**src/rtl/bnn_exec_unit.sv**
```systemverilog
// BNN execute-stage unit. It holds the matrix-size register and computes an XNOR-popcount
// over the first MS operand bits, LANE bits per cycle, with an optional threshold.
module bnn_exec_unit #(
    parameter int XLEN     = 32,
    parameter int LANE     = 8,
    parameter int MS_RESET = 9
) (
    input  logic            clk,
    input  logic            rst_n,
    input  logic            ms_we_i,
    input  logic            start_i,
    input  logic            en_threshold_i,
    input  logic            flush_i,
    input  logic [XLEN-1:0] op_a_i,
    input  logic [XLEN-1:0] op_b_i,
    input  logic [5:0]      thr_i,
    output logic            busy_o,
    output logic            result_valid_o,
    output logic [XLEN-1:0] result_o,
    output logic [5:0]      ms_o
);
    localparam int NUM_LANES = XLEN / LANE;
    localparam int IDX_W     = (NUM_LANES > 1) ? $clog2(NUM_LANES) : 1;

    typedef enum logic [1:0] {IDLE, ACCUM, DONE} state_t;

    state_t           state_q, state_d;
    logic [5:0]       ms_q, ms_new, ms_eff;
    logic [5:0]       ms_op_q, thr_q;
    logic             en_thr_q;
    logic [XLEN-1:0]  match_q, ms_mask;
    logic [5:0]       acc_q, acc_next, lane_cnt;
    logic [IDX_W-1:0] idx_q;
    logic [LANE-1:0]  lane_vec;
    logic             last_lane, accept;
    logic [XLEN-1:0]  result_q;

    function automatic logic [5:0] sanitize(input logic [5:0] v);
        if (v == 6'd0) return 6'd1;
        if (int'(v) > XLEN) return 6'(XLEN);
        return v;
    endfunction

    assign ms_new = sanitize(op_a_i[5:0]);
    assign ms_eff = ms_we_i ? ms_new : ms_q;
    assign accept = (state_q == IDLE) && start_i && !flush_i;

    // Bits at or above MS are masked off once, when the operands are latched.
    always_comb begin
        // NOTE: every always_comb output gets a default first so that no path infers a latch.
        ms_mask = '0;
        for (int i = 0; i < XLEN; i++) begin
            ms_mask[i] = (i < int'(ms_eff));
        end
    end

    always_comb begin
        lane_vec = LANE'(match_q >> (int'(idx_q) * LANE));
        lane_cnt = '0;
        for (int j = 0; j < LANE; j++) begin
            lane_cnt = lane_cnt + {5'd0, lane_vec[j]};
        end
        acc_next  = acc_q + lane_cnt;
        last_lane = ((int'(idx_q) + 1) * LANE) >= int'(ms_op_q);
    end

    always_comb begin
        state_d = state_q;
        unique case (state_q)
            IDLE:    if (start_i) state_d = ACCUM;
            ACCUM:   if (last_lane) state_d = DONE;
            DONE:    state_d = IDLE;
            default: state_d = IDLE;
        endcase
        if (flush_i) state_d = IDLE;
    end

    always_ff @(posedge clk or negedge rst_n) begin
        // NOTE: sequential state uses non-blocking assignments so all registers update together.
        if (!rst_n) state_q <= IDLE;
        else        state_q <= state_d;
    end

    always_ff @(posedge clk or negedge rst_n) begin
        if (!rst_n) begin
            ms_q     <= 6'(MS_RESET);
            acc_q    <= '0;
            idx_q    <= '0;
            result_q <= '0;
        end else begin
            if (ms_we_i) ms_q <= ms_new;
            if (accept) begin
                acc_q <= '0;
                idx_q <= '0;
            end else if (state_q == ACCUM && !flush_i) begin
                acc_q <= acc_next;
                idx_q <= idx_q + IDX_W'(1);
                // Loaded on the last ACCUM edge so the data is stable during the DONE valid pulse.
                if (last_lane) begin
                    result_q <= en_thr_q ? XLEN'(acc_next >= thr_q) : XLEN'(acc_next);
                end
            end
        end
    end

    // NOTE: the operand latches have no reset because they are only read after a start loads them.
    always_ff @(posedge clk) begin
        if (accept) begin
            match_q  <= ~(op_a_i ^ op_b_i) & ms_mask;
            ms_op_q  <= ms_eff;
            en_thr_q <= en_threshold_i;
            thr_q    <= thr_i;
        end
    end

    assign busy_o         = (state_q != IDLE);
    assign result_valid_o = (state_q == DONE);
    assign result_o       = result_q;
    assign ms_o           = ms_q;
endmodule

```
**config.mk**
```make
export PLATFORM = sky130hd
export DESIGN_NAME = bnn_exec_unit
export DESIGN_NICKNAME = d
export VERILOG_FILES = /design/src/rtl/bnn_exec_unit.sv
export SDC_FILE = /design/constraint.sdc
export NUM_CORES = 1
export LEC_CHECK = 0
export CORE_UTILIZATION = 51
export DETAILED_ROUTE_END_ITERATION = 12
export PLACE_DENSITY = 0.86
export SLEW_MARGIN = 20
export SYNTH_ARGS = -nofsm -noshare
export SYNTH_HDL_FRONTEND = slang
export SYNTH_SLANG_ARGS = --single-unit
```
**constraint.sdc**
```tcl
create_clock -name clk -period 7.3 [get_ports clk]
set_clock_uncertainty 0.15 [all_clocks]
set_input_delay 1.095 -clock clk [delete_from_list [all_inputs] [get_ports clk]]
set_output_delay 1.095 -clock clk [all_outputs]
set_load 0.1 [all_outputs]
```
==> results.sh, run 1 <==
export IMPL_ctsRootBufferMaster="clkbuf_8"
export IMPL_synth_top_cell_area_share_pct=35.0
export IMPL_synth_cell_type_count=51
export IMPL_pre_cts_ws_ns=1.78
export IMPL_p_int_uw=1040
export IMPL_port_buffers=89
export IMPL_switching_share_pct=45.5
export IMPL_synthArstFlopShare_pct=32.8
export IMPL_power_total_uw=1900
export IMPL_cp_required_ns=7.39
export IMPL_min_path_type="reg2reg"
export IMPL_drt_iter0_markers=132
export IMPL_cts_sinks=67
export IMPL_start_util_pct=53.0
export IMPL_n_antenna_cell=0
export IMPL_relSlewSlack_pct=34.2
export IMPL_cp_end_kind="register"
export IMPL_power_share_clock_pct=15.1
export IMPL_dpl_hpwl_microns=6570
export IMPL_post_route_period_util_pct=76.7
export IMPL_max_cap_violations=0
export IMPL_crit_arrival_ns=5.69
export IMPL_crit_end="result_o[0]$_DFFE_PN0P_"
export IMPL_place_area_sq_um=4740
export IMPL_wl_microns=8460
export IMPL_ys_ff_latch=67
export IMPL_setup_violations=0
export IMPL_vias=2731
export IMPL_switching_power_uw=864
export IMPL_reg2regPathDepth=16
export IMPL_cts_made_buffers=9
export IMPL_dieWidth_microns=89.0
export IMPL_fin_cells=521
export IMPL_grt_pass1_wl_microns=13300
export IMPL_ys_seq_area_share_pct=49.3
export IMPL_rsz0062_at_grt="no"
export IMPL_setup_ws_ns=1.70
export IMPL_worstSetupPathType="reg2reg"
export IMPL_grt_overflow=0
export IMPL_synth_warnings=0
export IMPL_via_per_inst=5.24
export IMPL_tightest_slew_ns=0.984
export IMPL_postRouteAntennaNets=0
export IMPL_clkTransAtPathRegs_ns=0.07
export IMPL_drive_gt1_share_pct=9.48
export IMPL_hold_viol_final=0
export IMPL_fmax_mhz=179
export IMPL_die_h_microns=89.0
export IMPL_multiInputGateArea_sq_um=1690
export IMPL_final_max_slew_viol_count=0
export IMPL_syn_area_sq_um=3860
export IMPL_cp_startpoint="idx_q[0]$_DFFE_PN0P_"
export IMPL_r2r_start="idx_q[0]$_DFFE_PN0P_"
export IMPL_layout_nets=514
export IMPL_seq_area_sq_um=1900
export IMPL_peakVddDrop_v=0.000196
export IMPL_worstReg2RegEnd="result_o[0]$_DFFE_PN0P_"
export IMPL_io_pins=116
export IMPL_synth_area_leader_cell="edfxtp_1"
export IMPL_cts_tree="yes"
export IMPL_cellPowerDensity_nw_per_um2=386
export IMPL_netlist_instances=323
export IMPL_status="completed"
export IMPL_seq_power_share_pct=27.1
export IMPL_postCtsSetupRepairBufs=0
export IMPL_fin_tns_setup_ns=0
export IMPL_grt_start_max_net_pins=52
export IMPL_synth_area_per_cell_sq_um=12.0
export IMPL_htree_levels=3
export IMPL_postCtsResizedCells=0
export IMPL_routabilityCongestion=0.921
export IMPL_area_growth_pct=27.5
export IMPL_rows=31
export IMPL_synth_ff_type="edfxtp_1"
export IMPL_synth_edf_count=45
export IMPL_die_area_sq_um=7930
export IMPL_cp_max_fo=11
export IMPL_insertion_delay_ns=0.35
export IMPL_cts_hold_buf=0
export IMPL_clock_path_buffers=2
export IMPL_power_frac_comb_pct=57.8
export IMPL_groute_usage_overall_pct=23.4
export IMPL_grt_pass1_vias=2870
export IMPL_antenna_found_initial=0
export IMPL_wl_per_cell_microns=16.2
export IMPL_reg2reg_slack_ns=1.70
export IMPL_dpl_cell_count=505
export IMPL_fill_cells=569
export IMPL_critPathLaunchType="register"
export IMPL_core_area_sq_um=7290
export IMPL_route_detailed_drc=0
export IMPL_period_minus_slack_ns=5.60
export IMPL_fin_area_sq_um=4930
export IMPL_drt_pre_antenna_iters=4
export IMPL_ys_top_cells_by_area="edfxtp_1 35%, dfrtp_1 13%, xor2_1 7.3%"
export IMPL_leakagePower_uw=0.00205
power groups by stage:
stage | registers, uW | logic [uW] | clock network [uW]
after global routing | 522 | 1220 | 301
after CTS | 515 | 1100 | 287
after global placement | 519 | 1000 | 0
after detailed placement | 523 | 1080 | 0
after floorplan | 591 | 744 | 0
final | 515 | 1100 | 286
area by class of cell:
cell class	instances	area share [%]
flip-flops and latches	67	38.7
multi-input cells	216	34.4
repair buffers	90	18.1
clock buffers	10	2.79
inverters	33	2.51
well taps	99	2.51
clock inverters	6	0.991
cells in the final DEF, fill, tap and decap left out, types with 3 or more instances in the layout:
master / n
a22o_1: 7
a311oi_1: 3
fa_1: 5
conb_1: 26
o21ai_0: 8
a21oi_1: 18
nand2_1: 13
mux2i_1: 3
dfrtp_1: 20
ha_1: 16
a21o_1: 3
edfxtp_1: 45
nor2b_1: 6
clkinvlp_4: 3
and2_1: 3
nor3_1: 5
clkdlybuf4s50_1: 88
a211oi_1: 9
clkbuf_8: 10
nor2_1: 19
inv_1: 32
xor2_1: 32
xnor2_1: 5
mux4_2: 8
cell usage after synthesis, types with 2 or more instances:
cell type and count:
nand3_1 2, dfrtp_1 20, xor2_1 32, nor2b_1 6
inv_1 32, fa_1 5, xnor2_1 5, mux4_2 8
nand2_1 13, buf_6 3, o21ai_0 8, nor3b_2 2
and2_1 3, a311oi_1 3, dfstp_2 2, nor3_1 5
ha_1 16, a32o_1 2, buf_4 26, a211oi_1 9
nor2_1 19, a21o_1 3, a22o_1 7, a21oi_1 18
clkbuf_1 2, mux2i_1 3, edfxtp_1 45
through the flow:
stage                     hold slack (ns)  utilization [%]
final                               0.351             67.6
after global routing                0.381             67.6
after CTS                           0.363             67.6
after detailed placement            0.346             65.1
after global placement              0.315             65.1
after floorplan                     0.306                -
worst max-delay path, cell delays in order, from the launching register on:
cell       delay [ns]
dfrtp_1          0.71
mux4_2           0.57
inv_1            0.09
fa_1             0.42
inv_1            0.10
fa_1             0.39
inv_1            0.09
fa_1             0.42
fa_1             0.48
fa_1             0.43
xnor2_1          0.32
ha_1             0.30
o211ai_1         0.09
a21oi_1          0.07
a2111oi_0        0.47
o21ai_0          0.18
a22o_1           0.22
sequential cells by signal (all words and copies together), names as in the netlist:
signal	count
match_q	32
acc_q	6
ms_o	6
ms_op_q	6
result_o	6
thr_q	6
idx_q	2
state_q	2
en_thr_q	1
worst min path at each step:
stage                            start                       to  slack (ns)  cells past startpoint
6_report       result_o[2]$_DFFE_PN0P_  result_o[2]$_DFFE_PN0P_        0.35                      2
5_1_grt        result_o[0]$_DFFE_PN0P_  result_o[0]$_DFFE_PN0P_        0.38                      1
4_1_cts        result_o[2]$_DFFE_PN0P_  result_o[2]$_DFFE_PN0P_        0.36                      2
3_5_place_dp   result_o[2]$_DFFE_PN0P_  result_o[2]$_DFFE_PN0P_        0.35                      2
3_3_place_gp   result_o[2]$_DFFE_PN0P_  result_o[2]$_DFFE_PN0P_        0.31                      2
2_1_floorplan     acc_q[1]$_DFFE_PN0P_     acc_q[1]$_DFFE_PN0P_        0.31                      2
routing by layer:
metal / up-vias / global-route usage [%] / routed length [microns]
li1: 1281 / - / -
met1: 1301 / 26.5 / 3300
met2: 127 / 40.2 / 4280
met3: 22 / 5.17 / 585
met4: 0 / 15.3 / 287
met5: - / 0 / 0
cells by family after synthesis:
family,Yosys count,share of synthesized area (%)
AOI/OAI and AO/OA,64,12.0
and+or+nand+nor,56,7.29
buffers and inverters,65,9.46
muxes,12,5.73
DFF,67,49.3
other,1,0.0971
adders and majority gates,21,7.77
xor gates and xnor gates,37,8.39
No activity file was read; power rests on OpenSTA's default activity.
==> run 2, diff against run 1 <==
--- a/config.mk
+++ b/config.mk
@@ -5,9 +5,9 @@
 export SDC_FILE = /design/constraint.sdc
 export NUM_CORES = 1
 export LEC_CHECK = 0
-export CORE_UTILIZATION = 51
+export CORE_UTILIZATION = 48
 export DETAILED_ROUTE_END_ITERATION = 12
-export PLACE_DENSITY = 0.86
+export PLACE_DENSITY = 0.81
 export SLEW_MARGIN = 20
 export SYNTH_ARGS = -nofsm -noshare
 export SYNTH_HDL_FRONTEND = slang
==> constraint.sdc (replaced) <==
create_clock -name clk -period 5.85 [get_ports clk]
set_clock_uncertainty 0.15 [all_clocks]
set_input_delay 0.8775 -clock clk [delete_from_list [all_inputs] [get_ports clk]]
set_output_delay 0.8775 -clock clk [all_outputs]
set_load 0.1 [all_outputs]
==> results.sh, run 2 (synthesis results as in run 1) <==
export IMPL_status="completed"
export IMPL_die_area_sq_um=8410
export IMPL_groute_usage_overall_pct=21.4
export IMPL_holdWs_ns=0.329
export IMPL_largest_register_ffs=32
export IMPL_reg2regPathDepth=16
export IMPL_reg2reg_slack_ns=0.66
export IMPL_die_h_microns=91.7
export IMPL_fin_tns_setup_ns=0
export IMPL_cp_required_ns=5.93
export IMPL_max_cap_violations=0
export IMPL_crit_arrival_ns=5.27
export IMPL_grt_pass1_vias=2784
export IMPL_postCtsResizedCells=0
export IMPL_worstReg2RegEnd="result_o[0]$_DFFE_PN0P_"
export IMPL_tightest_slew_ns=0.984
export IMPL_start_util_pct=49.7
export IMPL_r2r_start="idx_q[1]$_DFFE_PN0P_"
export IMPL_vias=2714
export IMPL_rows=32
export IMPL_route_detailed_drc=0
export IMPL_clkTransAtPathRegs_ns=0.07
export IMPL_cp_max_fo=10
export IMPL_hold_end="result_o[2]$_DFFE_PN0P_"
export IMPL_ctsRootBufferMaster="clkbuf_8"
export IMPL_cellPowerDensity_nw_per_um2=482
export IMPL_final_max_slew_viol_count=0
export IMPL_port_buffers=89
export IMPL_hold_viol_final=0
export IMPL_leakagePower_uw=0.00208
export IMPL_area_growth_pct=28.6
export IMPL_met3_length_microns=539
export IMPL_fmax_mhz=193
export IMPL_wl_microns=8170
export IMPL_rsz0062_at_grt="no"
export IMPL_largest_register="match_q"
export IMPL_cts_made_buffers=9
export IMPL_cts_tree="yes"
export IMPL_insertion_delay_ns=0.34
export IMPL_min_path_type="reg2reg"
export IMPL_highest_layer="met4"
export IMPL_setup_violations=0
export IMPL_routabilityCongestion=0.915
export IMPL_via_per_inst=5.17
export IMPL_min_from="result_o[2]$_DFFE_PN0P_"
export IMPL_dieWidth_microns=91.7
export IMPL_relSlewSlack_pct=34.2
export IMPL_core_area_sq_um=7770
export IMPL_drt_pre_antenna_iters=4
export IMPL_critPathLaunchType="register"
export IMPL_drive_gt1_share_pct=9.46
export IMPL_clock_path_buffers=2
export IMPL_met1_length_microns=3240
export IMPL_grt_start_max_net_pins=52
export IMPL_route_met2_wl_microns=4090
export IMPL_drt_iter0_markers=106
export IMPL_layout_nets=515
export IMPL_htree_levels=3
export IMPL_cts_hold_buf=0
export IMPL_cts_sinks=67
export IMPL_postRouteAntennaNets=0
export IMPL_grt_overflow=0
export IMPL_post_route_period_util_pct=88.7
export IMPL_wl_per_cell_microns=15.6
export IMPL_io_pins=116
export IMPL_dpl_hpwl_microns=6500
export IMPL_n_antenna_cell=0
export IMPL_cp_end_kind="register"
export IMPL_setup_ws_ns=0.664
export IMPL_mostFrequentLayoutCell="clkdlybuf4s50_1"
export IMPL_hold_depth=2
export IMPL_period_minus_slack_ns=5.19
export IMPL_postCtsSetupRepairBufs=0
export IMPL_final_cell_mix="88 x clkdlybuf4s50_1, 45 x edfxtp_1, 32 x inv_1, 32 x xor2_1, 26 x conb_1"
export IMPL_peakVddDrop_v=0.000288
export IMPL_pre_cts_ws_ns=0.672
export IMPL_worstSetupPathType="reg2reg"
export IMPL_antenna_found_initial=0
export IMPL_grt_pass1_wl_microns=13400
-- run 2: layer usage --
layer  up-vias  GRT usage, %
met5         -             0
li1       1286             -
met3        31          5.56
met1      1261          25.1
met2       136          36.6
met4         0          10.3
-- run 2: critical path: stages (launching register included) --
cell	delay, ns
dfrtp_1	0.58
mux4_2	0.27
inv_1	0.05
fa_1	0.51
inv_1	0.06
fa_1	0.53
inv_1	0.05
fa_1	0.50
fa_1	0.47
fa_1	0.41
xnor2_1	0.28
ha_1	0.30
o211ai_1	0.08
a21oi_1	0.06
a2111oi_0	0.39
o21ai_0	0.17
a22o_1	0.22
-- run 2: worst max path at each step --
| stage | slack [ns] | from | end |
|---|---|---|---|
| after floorplan | 0.89 | idx_q[0]$_DFFE_PN0P_ | result_o[0]$_DFFE_PN0P_ |
| after global placement | 0.90 | idx_q[1]$_DFFE_PN0P_ | result_o[0]$_DFFE_PN0P_ |
| after detailed placement | 0.67 | idx_q[1]$_DFFE_PN0P_ | result_o[0]$_DFFE_PN0P_ |
| after CTS | 0.66 | idx_q[1]$_DFFE_PN0P_ | result_o[0]$_DFFE_PN0P_ |
| after global routing | 0.34 | idx_q[1]$_DFFE_PN0P_ | result_o[0]$_DFFE_PN0P_ |
| final | 0.66 | idx_q[1]$_DFFE_PN0P_ | result_o[0]$_DFFE_PN0P_ |
-- run 2: layout make-up --
| type | instances | area [sq um] |
|---|---|---|
| Fill cell | 624 | 2800 |
| Sequential cell | 67 | 1900 |
| Multi-Input combinational cell | 216 | 1690 |
| Timing Repair Buffer | 91 | 901 |
| Clock buffer | 10 | 128 |
| Tap cell | 102 | 128 |
| Inverter | 33 | 124 |
| Clock inverter | 6 | 90.1 |
-- run 2: power breakdown --
group          switching (uW)  internal, uW  leakage (uW)
Sequential               44.2           586      0.000709
Combinational             813           532       0.00126
Clock                     180           241      0.000106
-- run 2: through the flow --
| stage | util [%] | area (sq um) | cells | power [uW] |
|---|---|---|---|---|
| after detailed placement | 61.2 | 4760 | 509 | 1990 |
| after global placement | 61.2 | 4760 | 509 | 1910 |
| after global routing | 64.0 | 4970 | 525 | 2590 |
| after CTS | 64.0 | 4970 | 525 | 2410 |
| final | 64.0 | 4970 | 525 | 2400 |
| after floorplan | - | 3960 | 348 | 1670 |
==> run 3, diff against run 2 <==
--- a/config.mk
+++ b/config.mk
@@ -8,7 +8,6 @@
 export CORE_UTILIZATION = 48
 export DETAILED_ROUTE_END_ITERATION = 12
 export PLACE_DENSITY = 0.81
-export SLEW_MARGIN = 20
 export SYNTH_ARGS = -nofsm -noshare
 export SYNTH_HDL_FRONTEND = slang
 export SYNTH_SLANG_ARGS = --single-unit
==> results.sh, run 3 (synthesis results as in run 1) <==
export IMPL_status="completed"
export IMPL_cts_tree="yes"
export IMPL_leakagePower_uw=0.00208
export IMPL_postCtsResizedCells=0
export IMPL_clock_path_buffers=2
export IMPL_n_antenna_cell=0
export IMPL_port_buffers=89
export IMPL_cts_sinks=67
export IMPL_via_per_inst=5.17
export IMPL_tightest_slew_ns=1.03
export IMPL_finalCoreUtilization_pct=64.0
export IMPL_final_max_slew_viol_count=0
export IMPL_route_detailed_drc=0
export IMPL_ctsRootBufferMaster="clkbuf_8"
export IMPL_start_util_pct=49.7
export IMPL_max_cap_violations=0
export IMPL_min_path_type="reg2reg"
export IMPL_drt_pre_antenna_iters=4
export IMPL_groute_usage_overall_pct=21.4
export IMPL_io_pins=116
export IMPL_layout_nets=515
export IMPL_drt_iter0_markers=106
export IMPL_drive_gt1_share_pct=9.22
export IMPL_rows=32
export IMPL_fmax_mhz=193
export IMPL_cp_startpoint="idx_q[1]$_DFFE_PN0P_"
export IMPL_cp_required_ns=5.93
export IMPL_hold_viol_final=0
export IMPL_insertion_delay_ns=0.34
export IMPL_dpl_hpwl_microns=6500
export IMPL_min_from="result_o[2]$_DFFE_PN0P_"
export IMPL_fin_tns_setup_ns=0
export IMPL_dieWidth_microns=91.7
export IMPL_largest_register="match_q"
export IMPL_postCtsSetupRepairBufs=0
export IMPL_peakVddDrop_v=0.000288
export IMPL_fill_cells=623
export IMPL_area_growth_pct=28.7
export IMPL_cts_made_buffers=9
export IMPL_worstSetupPathType="reg2reg"
export IMPL_r2r_start="idx_q[1]$_DFFE_PN0P_"
export IMPL_post_route_period_util_pct=88.7
export IMPL_die_h_microns=91.7
export IMPL_vias=2714
export IMPL_cp_max_fo=10
export IMPL_grt_pass1_vias=2784
export IMPL_largest_register_ffs=32
export IMPL_final_cell_mix="89 x clkdlybuf4s50_1, 45 x edfxtp_1, 32 x inv_1, 32 x xor2_1, 26 x conb_1"
export IMPL_routabilityCongestion=0.915
export IMPL_core_area_sq_um=7770
export IMPL_setup_violations=0
export IMPL_cellPowerDensity_nw_per_um2=482
export IMPL_postRouteAntennaNets=0
export IMPL_cts_hold_buf=0
export IMPL_die_area_sq_um=8410
export IMPL_rsz0062_at_grt="no"
export IMPL_period_minus_slack_ns=5.19
export IMPL_grt_overflow=0
export IMPL_mostFrequentLayoutCell="clkdlybuf4s50_1"
export IMPL_antenna_found_initial=0
export IMPL_grt_pass1_wl_microns=13400
export IMPL_crit_arrival_ns=5.27
export IMPL_wl_microns=8170
export IMPL_grt_start_max_net_pins=52
export IMPL_cp_end_kind="register"
export IMPL_htree_levels=3
export IMPL_wl_per_cell_microns=15.6
export IMPL_clkTransAtPathRegs_ns=0.07
export IMPL_relSlewSlack_pct=31.0
export IMPL_critPathLaunchType="register"
==> run 3: cell count changes in the layout (fill, tap and decap cells not counted) <==
| cell | before | now |
|---|---|---|
| buf_2 | 1 | 0 |
| clkdlybuf4s50_1 | 88 | 89 |
==> run 3: stage by stage <==
step                      power [uW]  setup WS (ns)  hold WS (ns)  instance area (sq um)  instances
after global routing            2590          0.344         0.367                   4970        525
after floorplan                 1670          0.892         0.306                   3960        348
after CTS                       2410          0.657         0.336                   4970        525
after detailed placement        1990          0.672         0.321                   4760        509
final                           2400          0.664         0.329                   4970        525
after global placement          1910          0.897         0.314                   4760        509
==> run 3: area by class of cell <==
class                   count  area, sq um  area share [%]
clock buffers              10          128            2.57
repair buffers             91          906            18.2
multi-input cells         216         1690            34.1
inverters                  33          124            2.49
flip-flops and latches     67         1900            38.3
clock inverters             6         90.1            1.81
well taps                 102          128            2.57
==> run 3: critical path: stages (launching register included) <==
cell and delay [ns]:
dfrtp_1 0.58, mux4_2 0.27, inv_1 0.05, fa_1 0.51, inv_1 0.06, fa_1 0.53
inv_1 0.05, fa_1 0.50, fa_1 0.47, fa_1 0.41, xnor2_1 0.28, ha_1 0.30
o211ai_1 0.08, a21oi_1 0.06, a2111oi_0 0.39, o21ai_0 0.17, a22o_1 0.22
==> run 3: final timing paths <==
check | depth (start not counted) | slack (ns) | to
max | 16 | 0.66 | result_o[0]$_DFFE_PN0P_
min reg2reg | 2 | 0.33 | result_o[2]$_DFFE_PN0P_
max reg2reg | 16 | 0.66 | result_o[0]$_DFFE_PN0P_
min in group asynchronous | 1 | 0.95 | ms_o[5]$_DFF_PN0_
max in group asynchronous | 1 | 3.98 | idx_q[1]$_DFFE_PN0P_
min | 2 | 0.33 | result_o[2]$_DFFE_PN0P_
==> run 3: where the power goes <==
| group | leakage (uW) | switching (uW) | internal (uW) | total [uW] |
|---|---|---|---|---|
| Combinational | 0.00126 | 813 | 532 | 1350 |
| Clock | 0.000106 | 180 | 241 | 420 |
| Sequential | 0.000709 | 44.2 | 586 | 630 |
==> run 3: routing by layer <==
layer  track usage [%]  wire length (microns)  up-vias
li1                  -                      -     1286
met1              25.1                   3240     1261
met2              36.6                   4090      136
met3              5.56                    539       31
met4              10.3                    296        0
met5                 0                      0        -
